===== src/rtl/mem_port_arbiter.sv =====
// mem_port_arbiter
//   Shares one single-port memory between the fetch stage and the load/store
//   stage. Data requests win by default. A fetch request that keeps losing is
//   counted, and once it has been denied MAX_WAIT times in a row it wins the
//   next contended cycle. Read data and write-acks return one cycle after the
//   grant as single-cycle rvalid pulses. The rdata registers hold their value
//   until that requester's next response.
//
//   Optional feature, enabled by defining MEM_ADDR_CHECK_EN:
//     A granted access is flagged as illegal if it is misaligned or lies beyond
//     MEM_WORDS. An illegal access is still granted, but its write is
//     suppressed. Its response carries err=1 and rdata=0. When the macro is not
//     defined, no check is made, both err outputs stay 0, and the addresses go
//     to the memory unchanged.
//
//   Ports
//     i_clk, i_reset            clock and asynchronous active-low reset
//     i_if_* / o_if_*           fetch requester: req/addr in; gnt/rvalid/rdata/err out
//     i_d_* / o_d_*             data requester: req/we/addr/wdata in; gnt/rvalid/rdata/err out
//     o_mem_* / i_mem_readdata  memory write port, read address and combinational read data
module mem_port_arbiter #(
  parameter int unsigned MAX_WAIT  = 4,
  parameter int unsigned MEM_WORDS = 256
) (
  input  logic        i_clk,
  input  logic        i_reset,
  // fetch requester
  input  logic        i_if_req,
  input  logic [31:0] i_if_addr,
  output logic        o_if_gnt,
  output logic        o_if_rvalid,
  output logic [31:0] o_if_rdata,
  output logic        o_if_err,
  // data requester
  input  logic        i_d_req,
  input  logic        i_d_we,
  input  logic [31:0] i_d_addr,
  input  logic [31:0] i_d_wdata,
  output logic        o_d_gnt,
  output logic        o_d_rvalid,
  output logic [31:0] o_d_rdata,
  output logic        o_d_err,
  // memory port
  output logic [31:0] o_mem_writeaddr,
  output logic [31:0] o_mem_writedata,
  output logic        o_mem_writeenable,
  output logic [31:0] o_mem_readaddr,
  input  logic [31:0] i_mem_readdata
);

  if ((MAX_WAIT < 1) || (MAX_WAIT > 15) || (MEM_WORDS < 1)) begin : g_param_check
    $error("mem_port_arbiter: MAX_WAIT must be 1..15 and MEM_WORDS non-zero");
  end

  localparam logic [3:0] LP_MAX_WAIT = 4'(MAX_WAIT);

  logic [3:0]  r_fetch_wait;
  logic [3:0]  w_fetch_wait_d;
  logic        w_fetch_due;
  logic        w_if_gnt;
  logic        w_d_gnt;
  logic        w_if_bad;
  logic        w_d_bad;

  logic        r_if_rvalid;
  logic [31:0] r_if_rdata;
  logic        r_if_err;
  logic        r_d_rvalid;
  logic [31:0] r_d_rdata;
  logic        r_d_err;

`ifdef MEM_ADDR_CHECK_EN
  function automatic logic addr_bad(input logic [31:0] addr);
    return (addr[1:0] != 2'b00) || ({2'b00, addr[31:2]} >= 32'(MEM_WORDS));
  endfunction

  assign w_if_bad = addr_bad(i_if_addr);
  assign w_d_bad  = addr_bad(i_d_addr);
`else
  assign w_if_bad = 1'b0;
  assign w_d_bad  = 1'b0;
`endif

  assign w_fetch_due = (r_fetch_wait == LP_MAX_WAIT);

  // Grants are forced low while reset is asserted, so no access can start
  // (and no write can reach the memory) during reset.
  always_comb begin
    w_if_gnt = 1'b0;
    w_d_gnt  = 1'b0;
    if (i_reset) begin
      if (i_d_req && !(i_if_req && w_fetch_due)) begin
        w_d_gnt = 1'b1;
      end else if (i_if_req) begin
        w_if_gnt = 1'b1;
      end
    end
  end

  // Counts consecutive denied fetch cycles, saturating at MAX_WAIT. A grant
  // or a withdrawn request restarts the count.
  always_comb begin
    w_fetch_wait_d = 4'd0;
    if (i_if_req && !w_if_gnt) begin
      w_fetch_wait_d = w_fetch_due ? r_fetch_wait : r_fetch_wait + 4'd1;
    end
  end

  always_ff @(posedge i_clk or negedge i_reset) begin
    if (!i_reset) begin
      r_fetch_wait <= 4'd0;
      r_if_rvalid  <= 1'b0;
      r_if_rdata   <= 32'd0;
      r_if_err     <= 1'b0;
      r_d_rvalid   <= 1'b0;
      r_d_rdata    <= 32'd0;
      r_d_err      <= 1'b0;
    end else begin
      r_fetch_wait <= w_fetch_wait_d;
      r_if_rvalid  <= w_if_gnt;
      r_if_err     <= w_if_gnt && w_if_bad;
      r_d_rvalid   <= w_d_gnt;
      r_d_err      <= w_d_gnt && w_d_bad;
      if (w_if_gnt) begin
        r_if_rdata <= w_if_bad ? 32'd0 : i_mem_readdata;
      end
      // A write-ack returns zero data rather than whatever the read port showed.
      if (w_d_gnt) begin
        r_d_rdata <= (w_d_bad || i_d_we) ? 32'd0 : i_mem_readdata;
      end
    end
  end

  assign o_if_gnt          = w_if_gnt;
  assign o_d_gnt           = w_d_gnt;
  assign o_mem_readaddr    = w_if_gnt ? i_if_addr : i_d_addr;
  assign o_mem_writeaddr   = i_d_addr;
  assign o_mem_writedata   = i_d_wdata;
  assign o_mem_writeenable = w_d_gnt && i_d_we && !w_d_bad;

  assign o_if_rvalid = r_if_rvalid;
  assign o_if_rdata  = r_if_rdata;
  assign o_if_err    = r_if_err;
  assign o_d_rvalid  = r_d_rvalid;
  assign o_d_rdata   = r_d_rdata;
  assign o_d_err     = r_d_err;

endmodule


===== config.mk =====
export PLATFORM = sky130hd
export DESIGN_NAME = mem_port_arbiter
export DESIGN_NICKNAME = d
export VERILOG_FILES = /design/src/rtl/mem_port_arbiter.sv
export SDC_FILE = /design/constraint.sdc
export NUM_CORES = 1
export LEC_CHECK = 0
export CORE_AREA = 2 2 116 118
export CTS_CLUSTER_SIZE = 10
export DETAILED_ROUTE_END_ITERATION = 12
export DIE_AREA = 0 0 118 120
export PLACE_DENSITY = 0.73
export RECOVER_POWER = 25
export SYNTH_ARGS = -nofsm -noshare
export SYNTH_HDL_FRONTEND = slang
export SYNTH_SLANG_ARGS = --single-unit

===== constraint.sdc =====
create_clock -name i_clk -period 2.15 [get_ports i_clk]
set_clock_uncertainty 0.05 [all_clocks]
set_input_delay 0.215 -clock i_clk [delete_from_list [all_inputs] [get_ports i_clk]]
set_output_delay 0.215 -clock i_clk [all_outputs]
set_load 0.02 [all_outputs]

==> reports/qor.yml, run 1 <==
final-instance-count-excl-fill: 675
htreeDepth: 3
drcViolationCount: 0
final-setup-viol-count: 32
ys_warn_count: 0
drt-initial-drc-count: 78
worst_hold_slack_ps: 301
cts_buffer_depth: 2
grt_max_degree: 73
core_area_um2: 13000
clk_pin_slew_ps: 60
grt_overflow_total: 0
slew_headroom: -0.198
required_ps: 1880
finalMaxSlewViolations: 73
hpwlAfterDp_um: 9320
die-area_um2: 14200
netlist_area_um2: 3810
drtAntennaViolNets: 0
grt_pass1_wl_um: 18900
criticalPathCategory: "reg -> out"
rows: 42
crit_start: "r_fetch_wait[1]$_DFFE_PN0P_"
nNetsFinal: 629
seq_area_frac_synth: 0.460
diodes: 0
synth.distinct_cells: 23
clock-sinks: 70
synth_cells: 302
violations: "capacitance limit, slew limit, setup timing"
start_util: 0.294
antenna_found_initial: 0
arrival_ps: 2100
dr.pass1.iters: 4
vias_per_cell: 4.42
dp.cells: 650
cts_tree: "done"
worstReg2RegEnd: "o_if_rdata[15]$_DFFE_PN0N_"
ios: 300
port_buffers: 233
synth_area_leader_cell: "dfrtp_1"
worst-path-max-fanout: 8
max_freq_mhz: 422
tightest_slew_ps: 1800
synth.top_cell.area_share: 0.460
dp_slack_ps: -333
fp.dieW_um: 118
synthTopCellsByArea: "dfrtp_1 (46%), mux2_2 (17%), buf_4 (13%), mux2_1 (12%), nor2b_1 (5.3%)"
status: "finished with violations"
syn_avg_cell_area_um2: 12.6
synth_seq_cells: 70
final_cell_mix: "clkdlybuf4s50_1 (197), dfrtp_1 (70), mux2_2 (48)"
hp-class: "in -> reg"
worst_slack_ps: -217
fin_crit_sh: 1.10
start_kind: "flip-flop"
syn_to_final_growth_pct: 67.7
final_common_cell: "clkdlybuf4s50_1"
drive_gt1_frac: 0.303
rsz0062_at_grt: "true"
grt_usage: 0.175
clk_root_buffer_cell: "clkbuf_16"
wirelength_um: 12600
grt_pass1_vias: 3215
cts_buffers: 9
power_density_nw_per_um2: 752
place_congestion: 0.764
ff2ff_setup_slack_ps: 80
wl_per_cell_um: 18.7
dieHeight_um: 120
p_leak_uw: 0.00274
p_total_uw: 4800
min_period_ps: 2370
r2r_cells: 9
clk_latency_ps: 330
worst_setup_path_end_kind: "primary output"
cap_viol_max_count: 1
hold_viol: 0
reg2reg_from: "r_fetch_wait[1]$_DFFE_PN0P_"
endpoint: "o_mem_readaddr[9]"
ir_drop_uv: 605
vias: 2981
==> critical path, cell delays in order (launching register included) <==
cell,delay (ps)
dfrtp_1,400
inv_2,80
ha_4,140
nand3b_4,90
a211oi_4,300
buf_6,160
buf_12,140
mux2_4,310
buf_6,130
==> through the flow <==
stage / cell area, um^2 / TNS, ps / utilization
4_1_cts: 6420 / -9150 / 0.494
6_report: 6390 / -6260 / 0.492
5_1_grt: 6390 / -8820 / 0.492
3_3_place_gp: 5910 / -8740 / 0.455
2_1_floorplan: 3810 / 0 / -
3_5_place_dp: 5910 / -12520 / 0.455
==> sequential cells by signal, indices dropped and copies added (netlist names) <==
name,count
o_d_rdata,32
o_if_rdata,32
o_if_rvalid,1
r_fetch_wait,4
o_d_rvalid,1
==> layout make-up <==
cell class	count	area [um^2]
Fill cell	1204	6590
Timing Repair Buffer	260	2530
Sequential cell	70	1750
Multi-Input combinational cell	149	1540
Clock buffer	10	239
Tap cell	176	220
Clock inverter	6	93.8
Inverter	4	15.0
==> worst min-delay path by stage <==
stage	from	to	cells past startpoint
floorplan	i_reset	o_d_rdata[0]$_DFFE_PN0P_	0
global placement	i_d_wdata[14]	o_mem_writedata[14]	0
detailed placement	i_d_wdata[14]	o_mem_writedata[14]	0
CTS	i_reset	o_d_rdata[21]$_DFFE_PN0P_	2
global route	i_reset	o_d_rvalid$_DFF_PN0_	3
finish	i_reset	o_d_rvalid$_DFF_PN0_	3
==> kinds of logic (layout without fill, tap and decap cells) <==
| logic type | Yosys count | in the layout | synth area share |
|---|---|---|---|
| AO/OA/AOI/OAI | 7 | 7 | 0.0154 |
| XOR/XNOR | 1 | 1 | 0.00230 |
| adder cells (fa/ha/maj) | 2 | 2 | 0.00657 |
| buffers and inverters | 84 | 280 | 0.164 |
| flip-flops | 70 | 70 | 0.460 |
| multiplexers | 96 | 96 | 0.284 |
| other | 1 | 2 | 0.000984 |
| AND/OR/NAND/NOR | 41 | 41 | 0.0676 |
==> what timing repair did <==
action / 4_1_cts / 5_1_grt
hold buffers: 0 / 0
gates resized for setup: 200 / 12
pin swaps: 2 / 1
cloned: 2 / 0
buffers inserted: 9 / 1
endpoints found under the setup margin: 58 / 57
==> routing by layer <==
| metal | vias up | part of all wire | track usage |
|---|---|---|---|
| li1 | 1338 | - | - |
| met1 | 1462 | 0.39 | 0.202 |
| met2 | 171 | 0.50 | 0.299 |
| met3 | 10 | 0.093 | 0.0789 |
| met5 | - | 0 | 0.00735 |
| met4 | 0 | 0.0083 | 0.0399 |
==> Yosys cell counts, drive strengths merged <==
master	number
a211oi	1
a311oi	1
and2	1
buf	77
clkbuf	3
conb	1
dfrtp	70
ha	2
inv	4
mux2	96
nand2	4
nand2b	1
nand3	1
nand3b	1
nor2b	32
nor3	1
o211a	1
o21ai	2
o32ai	2
xor2	1
==> power breakdown <==
| part | internal (uW) | switching [uW] |
|---|---|---|
| combinational | 849 | 701 |
| sequential | 1520 | 102 |
| clock | 1050 | 580 |
| total | 3420 | 1380 |
Note: power is estimated with default switching activity, not from simulation.
==> inputs of run 2 (changes only) <==
--- a/config.mk
+++ b/config.mk
@@ -9,6 +9,7 @@
 export CTS_CLUSTER_SIZE = 10
 export DETAILED_ROUTE_END_ITERATION = 12
 export DIE_AREA = 0 0 118 120
+export GPL_TIMING_DRIVEN = 0
 export PLACE_DENSITY = 0.73
 export RECOVER_POWER = 25
 export SYNTH_ARGS = -nofsm -noshare
==> run 2 against run 1 <==
  * The run ends with setup timing left
  * Maximum frequency is 3.2% lower
  * Sequential cell count did not move
  * Routed wire length up 10%
  * Register-to-register slack barely moved
  * Core utilization rose by 7.5 points
  * Non-clock buffer count increased by 105
  * Worst setup slack lost 78 ps
  * Final cell count increased by 16%
  * Total power increased by 5.1%
  * Sequential share of layout area down 3.6 points
  * Clock-buffer cell count unchanged
  * Clock power about the same
  * Critical path type unchanged
==> reports/qor.yml, run 2 (synthesis results as in run 1) <==
nNetsFinal: 734  # was 629
n_fill_cell: 1089  # was 1,204
setup_tns_ps: -9070  # was -6260 ps
power_density_nw_per_um2: 685  # was 752 nW/um^2
grt_usage: 0.189  # was 0.175
hp-class: "in -> reg"  # unchanged
wl_per_cell_um: 17.8  # was 18.7 um
grt_pass1_vias: 3545  # was 3,215
port_buffers: 265  # was 233
finalMaxSlewViolations: 0  # was 73
drive_gt1_frac: 0.381  # was 0.303
die-area_um2: 14200  # unchanged
stdcell_area_um2: 7370  # was 6390 um^2
rsz0062_at_grt: "true"  # unchanged
drcViolationCount: 0  # unchanged
ios: 300  # unchanged
wirelength_um: 13900  # was 12,600 um
crit_path_max_incr_delay_ps: 400  # about the same
final_common_cell: "clkdlybuf4s50_1"  # unchanged
status: "finished with violations"  # unchanged
dr.pass1.iters: 4  # unchanged
clk_latency_ps: 330  # about the same
comb_power_share: 0.359  # was 0.322
final_cell_mix: "clkdlybuf4s50_1 (230), buf_4 (81), dfrtp_1 (70)"  # was clkdlybuf4s50_1 (197), dfrtp_1 (70), mux2_2 (48)
cts_buffer_depth: 2  # unchanged
drt-initial-drc-count: 101  # was 78
required_ps: 1880  # about the same
cap_viol_max_count: 0  # was 1
worst_hold_slack_ps: 129  # was 301 ps
slowest_stage: "dfrtp_1"  # unchanged
critPathBufInv: 4  # unchanged
p_leak_uw: 0.00327  # was 0.00274 uW
ir_drop_uv: 589  # was 605 uV
place_congestion: 0.747  # was 0.764
seqPwrFrac: 0.321  # was 0.337
drtAntennaViolNets: 0  # unchanged
hpwlAfterDp_um: 10500  # was 9320 um
grt_max_degree: 46  # was 73
start_util: 0.294  # unchanged
clock-sinks: 70  # unchanged
clk_pin_slew_ps: 60  # about the same
hold_viol: 0  # unchanged
critPathMostFrequentCell: "buf_6"  # unchanged
core_area_um2: 13000  # unchanged
worst_slack_ps: -295  # was -217 ps
criticalPathCategory: "reg -> out"  # unchanged
slew_headroom: 0.218  # was -0.198
max_freq_mhz: 409  # was 422 MHz
tightest_slew_ps: 1170  # was 1800 ps
syn_to_final_growth_pct: 93.3  # was 67.7%
crit_chain: "inv_2 > ha_4 > nand3b_4 > a211oi_4 > buf_6 > buf_8 > mux2_4 > buf_6"  # was inv_2 > ha_4 > nand3b_4 > a211oi_4 > buf_6 > buf_12 > mux2_4 > buf_6
worst-path-max-fanout: 7  # was 8
htreeDepth: 3  # unchanged
grt_overflow_total: 0  # unchanged
min_period_ps: 2440  # was 2370 ps
start_kind: "flip-flop"  # unchanged
cts_tree: "done"  # unchanged
clk_root_buffer_cell: "clkbuf_16"  # unchanged
vias: 3376  # was 2,981
p_sw_uw: 1490  # was 1380 uW
final-setup-viol-count: 34  # was 32
switching_share: 0.295  # was 0.288
vias_per_cell: 4.33  # was 4.42
rows: 42  # unchanged
grt_pass1_wl_um: 20600  # was 18,900 um
placed_cell_area_um2: 6710  # was 5910 um^2
crit_family: "buffers and inverters"  # unchanged
antenna_found_initial: 0  # unchanged
diodes: 0  # unchanged
dieHeight_um: 120  # unchanged
fin_crit_sh: 1.14  # was 1.10
fp.dieW_um: 118  # unchanged
arrival_ps: 2180  # was 2100 ps
internal_power_uw: 3560  # was 3420 uW
violations: "setup timing"  # was capacitance limit, slew limit, setup timing
worst_setup_path_end_kind: "primary output"  # unchanged
p_clk_frac: 0.320  # was 0.340
cts_buffers: 9  # unchanged
-- run 2: path summary, 6_finish.rpt --
kind                                        startpoint                          end  slack (ps)  depth (start not counted)
hold reg to reg              o_if_rdata[1]$_DFFE_PN0N_    o_if_rdata[1]$_DFFE_PN0N_         430                          1
max in group asynchronous                      i_reset   o_if_rdata[16]$_DFFE_PN0N_         430                          3
setup / recovery           r_fetch_wait[0]$_DFFE_PN0P_           o_mem_readaddr[15]        -290                          8
hold / removal                                 i_reset  r_fetch_wait[0]$_DFFE_PN0P_         130                          2
setup reg to reg           r_fetch_wait[0]$_DFFE_PN0P_    o_if_rdata[4]$_DFFE_PN0N_          80                          8
min in group asynchronous                      i_reset    o_d_rdata[26]$_DFFE_PN0P_         790                          3
-- run 2: cell type report --
class	count	area, um^2	share of cell area
Buffer	79	624	0.0848
Clock buffer	10	229	0.0311
Multi-Input combinational cell	149	1560	0.212
Tap cell	176	220	0.0299
Sequential cell	70	1750	0.238
Timing Repair Buffer	286	2870	0.389
Clock inverter	6	93.8	0.0127
Inverter	4	15.0	0.00204
-- run 2: power by group through the flow --
stage | Clock, uW | Combinational [uW] | Sequential [uW]
after floorplan | 0 | 536 | 1880
after global placement | 0 | 1700 | 1630
after detailed placement | 0 | 1720 | 1640
after CTS | 1650 | 1820 | 1620
after global routing | 1700 | 1890 | 1640
final | 1620 | 1810 | 1620
-- run 2: repair_timing --
action	4_1_cts	5_1_grt
gates cloned	3	0
hold buffers	2	0
endpoints found under the hold margin	25	0
gates resized for setup	232	9
endpoints found under the setup margin	35	35
buffers inserted	12	5
pin swaps	2	2
-- run 2: metal layers --
layer / vias up / wire, um / GRT usage
li1: 1545 / - / -
met1: 1667 / 5520 / 0.222
met2: 153 / 7190 / 0.331
met3: 11 / 1050 / 0.0661
met4: 0 / 155 / 0.0474
met5: - / 0 / 0
-- run 2: through the flow --
| stage | power [uW] | worst slack [ps] | util | std cells |
|---|---|---|---|---|
| finish | 5050 | -295 | 0.567 | 780 |
| CTS | 5100 | -354 | 0.569 | 777 |
| floorplan | 2420 | 98.9 | - | 303 |
| detailed placement | 3360 | -614 | 0.517 | 745 |
| global route | 5240 | -375 | 0.567 | 780 |
| global placement | 3330 | -3220 | 0.515 | 744 |
==> inputs of run 3 (changes only) <==
==> constraint.sdc (replaced) <==
create_clock -name i_clk -period 3.1 [get_ports i_clk]
set_clock_uncertainty 0.05 [all_clocks]
set_input_delay 0.31 -clock i_clk [delete_from_list [all_inputs] [get_ports i_clk]]
set_output_delay 0.31 -clock i_clk [all_outputs]
set_load 0.02 [all_outputs]
==> run 3 against run 2 <==
  * Critical path depth decreased by 1
  * Clock power decreased by 31%
  * Largest power group unchanged
  * Clock-buffer cell count unchanged
  * Critical path type unchanged
  * Global-route usage decreased by 0.83 points
  * The run ends with capacitance limit, slew limit left
==> reports/qor.yml, run 3 (synthesis results as in run 1) <==
worst-path-max-fanout: 11  # was 7
rows: 42  # unchanged
clk_pin_slew_ps: 60  # about the same
start_kind: "flip-flop"  # unchanged
start_util: 0.294  # unchanged
p_total_uw: 3410  # was 5050 uW
stdcell_area_um2: 7060  # was 7370 um^2
drt-initial-drc-count: 86  # was 101
final_cell_mix: "clkdlybuf4s50_1 (234), buf_4 (70), dfrtp_1 (70)"  # was clkdlybuf4s50_1 (230), buf_4 (81), dfrtp_1 (70)
hp-class: "reg -> reg"  # was in -> reg
violations: "capacitance limit, slew limit"  # was setup timing
diodes: 0  # unchanged
fin_crit_sh: 0.955
worst_hold_slack_ps: 433  # was 129 ps
grt_pass1_vias: 3407  # was 3,545
port_buffers: 265  # unchanged
clock-sinks: 70  # unchanged
ir_drop_uv: 409  # was 589 uV
cts_buffer_depth: 2  # unchanged
finalMaxSlewViolations: 46  # was 0
grt_overflow_total: 0  # unchanged
grt_max_degree: 46  # unchanged
final-setup-viol-count: 0  # was 34
drcViolationCount: 0  # unchanged
drive_gt1_frac: 0.261  # was 0.381
max_freq_mhz: 338
fp.dieW_um: 118  # unchanged
worst_slack_ps: 140  # was -295 ps
tightest_slew_ps: 2000  # was 1170 ps
cts_tree: "done"  # unchanged
wirelength_um: 13200  # was 13,900 um
core_area_um2: 13000  # unchanged
slew_headroom: -0.330  # was 0.218
grt_pass1_wl_um: 19700  # was 20,600 um
cts_buffers: 9  # unchanged
final_common_cell: "clkdlybuf4s50_1"  # unchanged
hpwlAfterDp_um: 10500  # unchanged
criticalPathCategory: "reg -> out"  # unchanged
crit_chain: "inv_1 > ha_1 > nand3b_4 > a211oi_4 > buf_6 > mux2_2 > clkdlybuf4s50_1"  # was inv_2 > ha_4 > nand3b_4 > a211oi_4 > buf_6 > buf_8 > mux2_4 > buf_6
vias: 3324  # was 3,376
dp_slack_ps: 153  # was -614 ps
cap_viol_max_count: 1  # was 0
status: "finished with violations"  # unchanged
wl_per_cell_um: 17.3  # was 17.8 um
rsz0062_at_grt: "false"  # was true
place_congestion: 0.747  # unchanged
min_period_ps: 2960
hold_viol: 0  # unchanged
p_leak_uw: 0.00310  # was 0.00327 uW
nNetsFinal: 720  # was 734
placed_cell_area_um2: 6710  # unchanged
crit_path_max_incr_delay_ps: 560  # was 400 ps
grt_usage: 0.181  # was 0.189
htreeDepth: 3  # unchanged
dieHeight_um: 120  # unchanged
slowest_stage: "clkdlybuf4s50_1"  # was dfrtp_1
clk_root_buffer_cell: "clkbuf_16"  # unchanged
final_core_util: 0.544  # was 0.567
drtAntennaViolNets: 0  # unchanged
dr.pass1.iters: 4  # unchanged
power_density_nw_per_um2: 483  # was 685 nW/um^2
clk_latency_ps: 330  # about the same
die-area_um2: 14200  # unchanged
arrival_ps: 2600  # was 2180 ps
antenna_found_initial: 0  # unchanged
ios: 300  # unchanged
syn_to_final_growth_pct: 85.4  # was 93.3%
vias_per_cell: 4.34  # was 4.33
worst_setup_path_end_kind: "primary output"  # unchanged
required_ps: 2740  # was 1880 ps
run 3: cell types whose count changed in the layout (fill, tap and decap cells not counted), sizes merged:
| cell | before | now |
|---|---|---|
| buf | 127 | 81 |
| clkbuf | 15 | 14 |
| clkdlybuf4s50 | 230 | 234 |
| dlygate4sd2 | 1 | 19 |
| dlygate4sd3 | 1 | 7 |
| dlymetal6s2s | 0 | 5 |
run 3: metal layers:
metal	vias to the layer above	routed length [um]	track usage
li1	1519	-	-
met1	1638	5290	0.212
met2	152	6700	0.310
met3	15	1030	0.0661
met4	0	214	0.0542
met5	-	0	0
run 3: area by class of cell:
| type | count | area [um^2] |
|---|---|---|
| Fill cell | 1139 | 5920 |
| Timing Repair Buffer | 271 | 2690 |
| Sequential cell | 70 | 1750 |
| Multi-Input combinational cell | 149 | 1450 |
| Buffer | 80 | 618 |
| Clock buffer | 10 | 229 |
| Tap cell | 176 | 220 |
| Clock inverter | 6 | 93.8 |
| Inverter | 4 | 15.0 |
run 3: what timing repair did:
action	in CTS	in global routing
buffers inserted	3	0
pin swaps	0	0
hold buffers	2	0
gates resized for setup	20	9
setup endpoints to repair	24	13
endpoints found under the hold margin	25	0
run 3: report_power, final:
group / internal (uW) / switching [uW]
combinational: 644 / 529
clock: 710 / 407
sequential: 1050 / 71.3
run 3: final timing paths:
| check | start | end | slack, ps | depth (start not counted) |
|---|---|---|---|---|
| min in group asynchronous | i_reset | o_if_rdata[26]$_DFFE_PN0N_ | 940 | 3 |
| worst min-delay path | o_if_rdata[10]$_DFFE_PN0N_ | o_if_rdata[10]$_DFFE_PN0N_ | 430 | 1 |
| worst max-delay path | r_fetch_wait[0]$_DFFE_PN0P_ | o_mem_readaddr[22] | 140 | 7 |
| worst min register to register | o_if_rdata[10]$_DFFE_PN0N_ | o_if_rdata[10]$_DFFE_PN0N_ | 430 | 1 |
| worst max register to register | r_fetch_wait[0]$_DFFE_PN0P_ | o_if_rdata[4]$_DFFE_PN0N_ | 920 | 8 |
| max in group asynchronous | i_reset | o_if_rdata[7]$_DFFE_PN0N_ | 530 | 3 |
run 3: critical path, delay by kind of cell (launching register included):
kind            cells  cell delay, ps
flops               1             420
buf+inv             3             860
mux                 1             340
simple gates        1             130
compound gates      1             310
fa+ha+maj           1             220
run 3: stage by stage:
stage	std cells	setup TNS, ps
detailed placement	745	0
CTS	766	0
global route	766	0
global placement	744	-243830
floorplan	303	0
finish	766	0
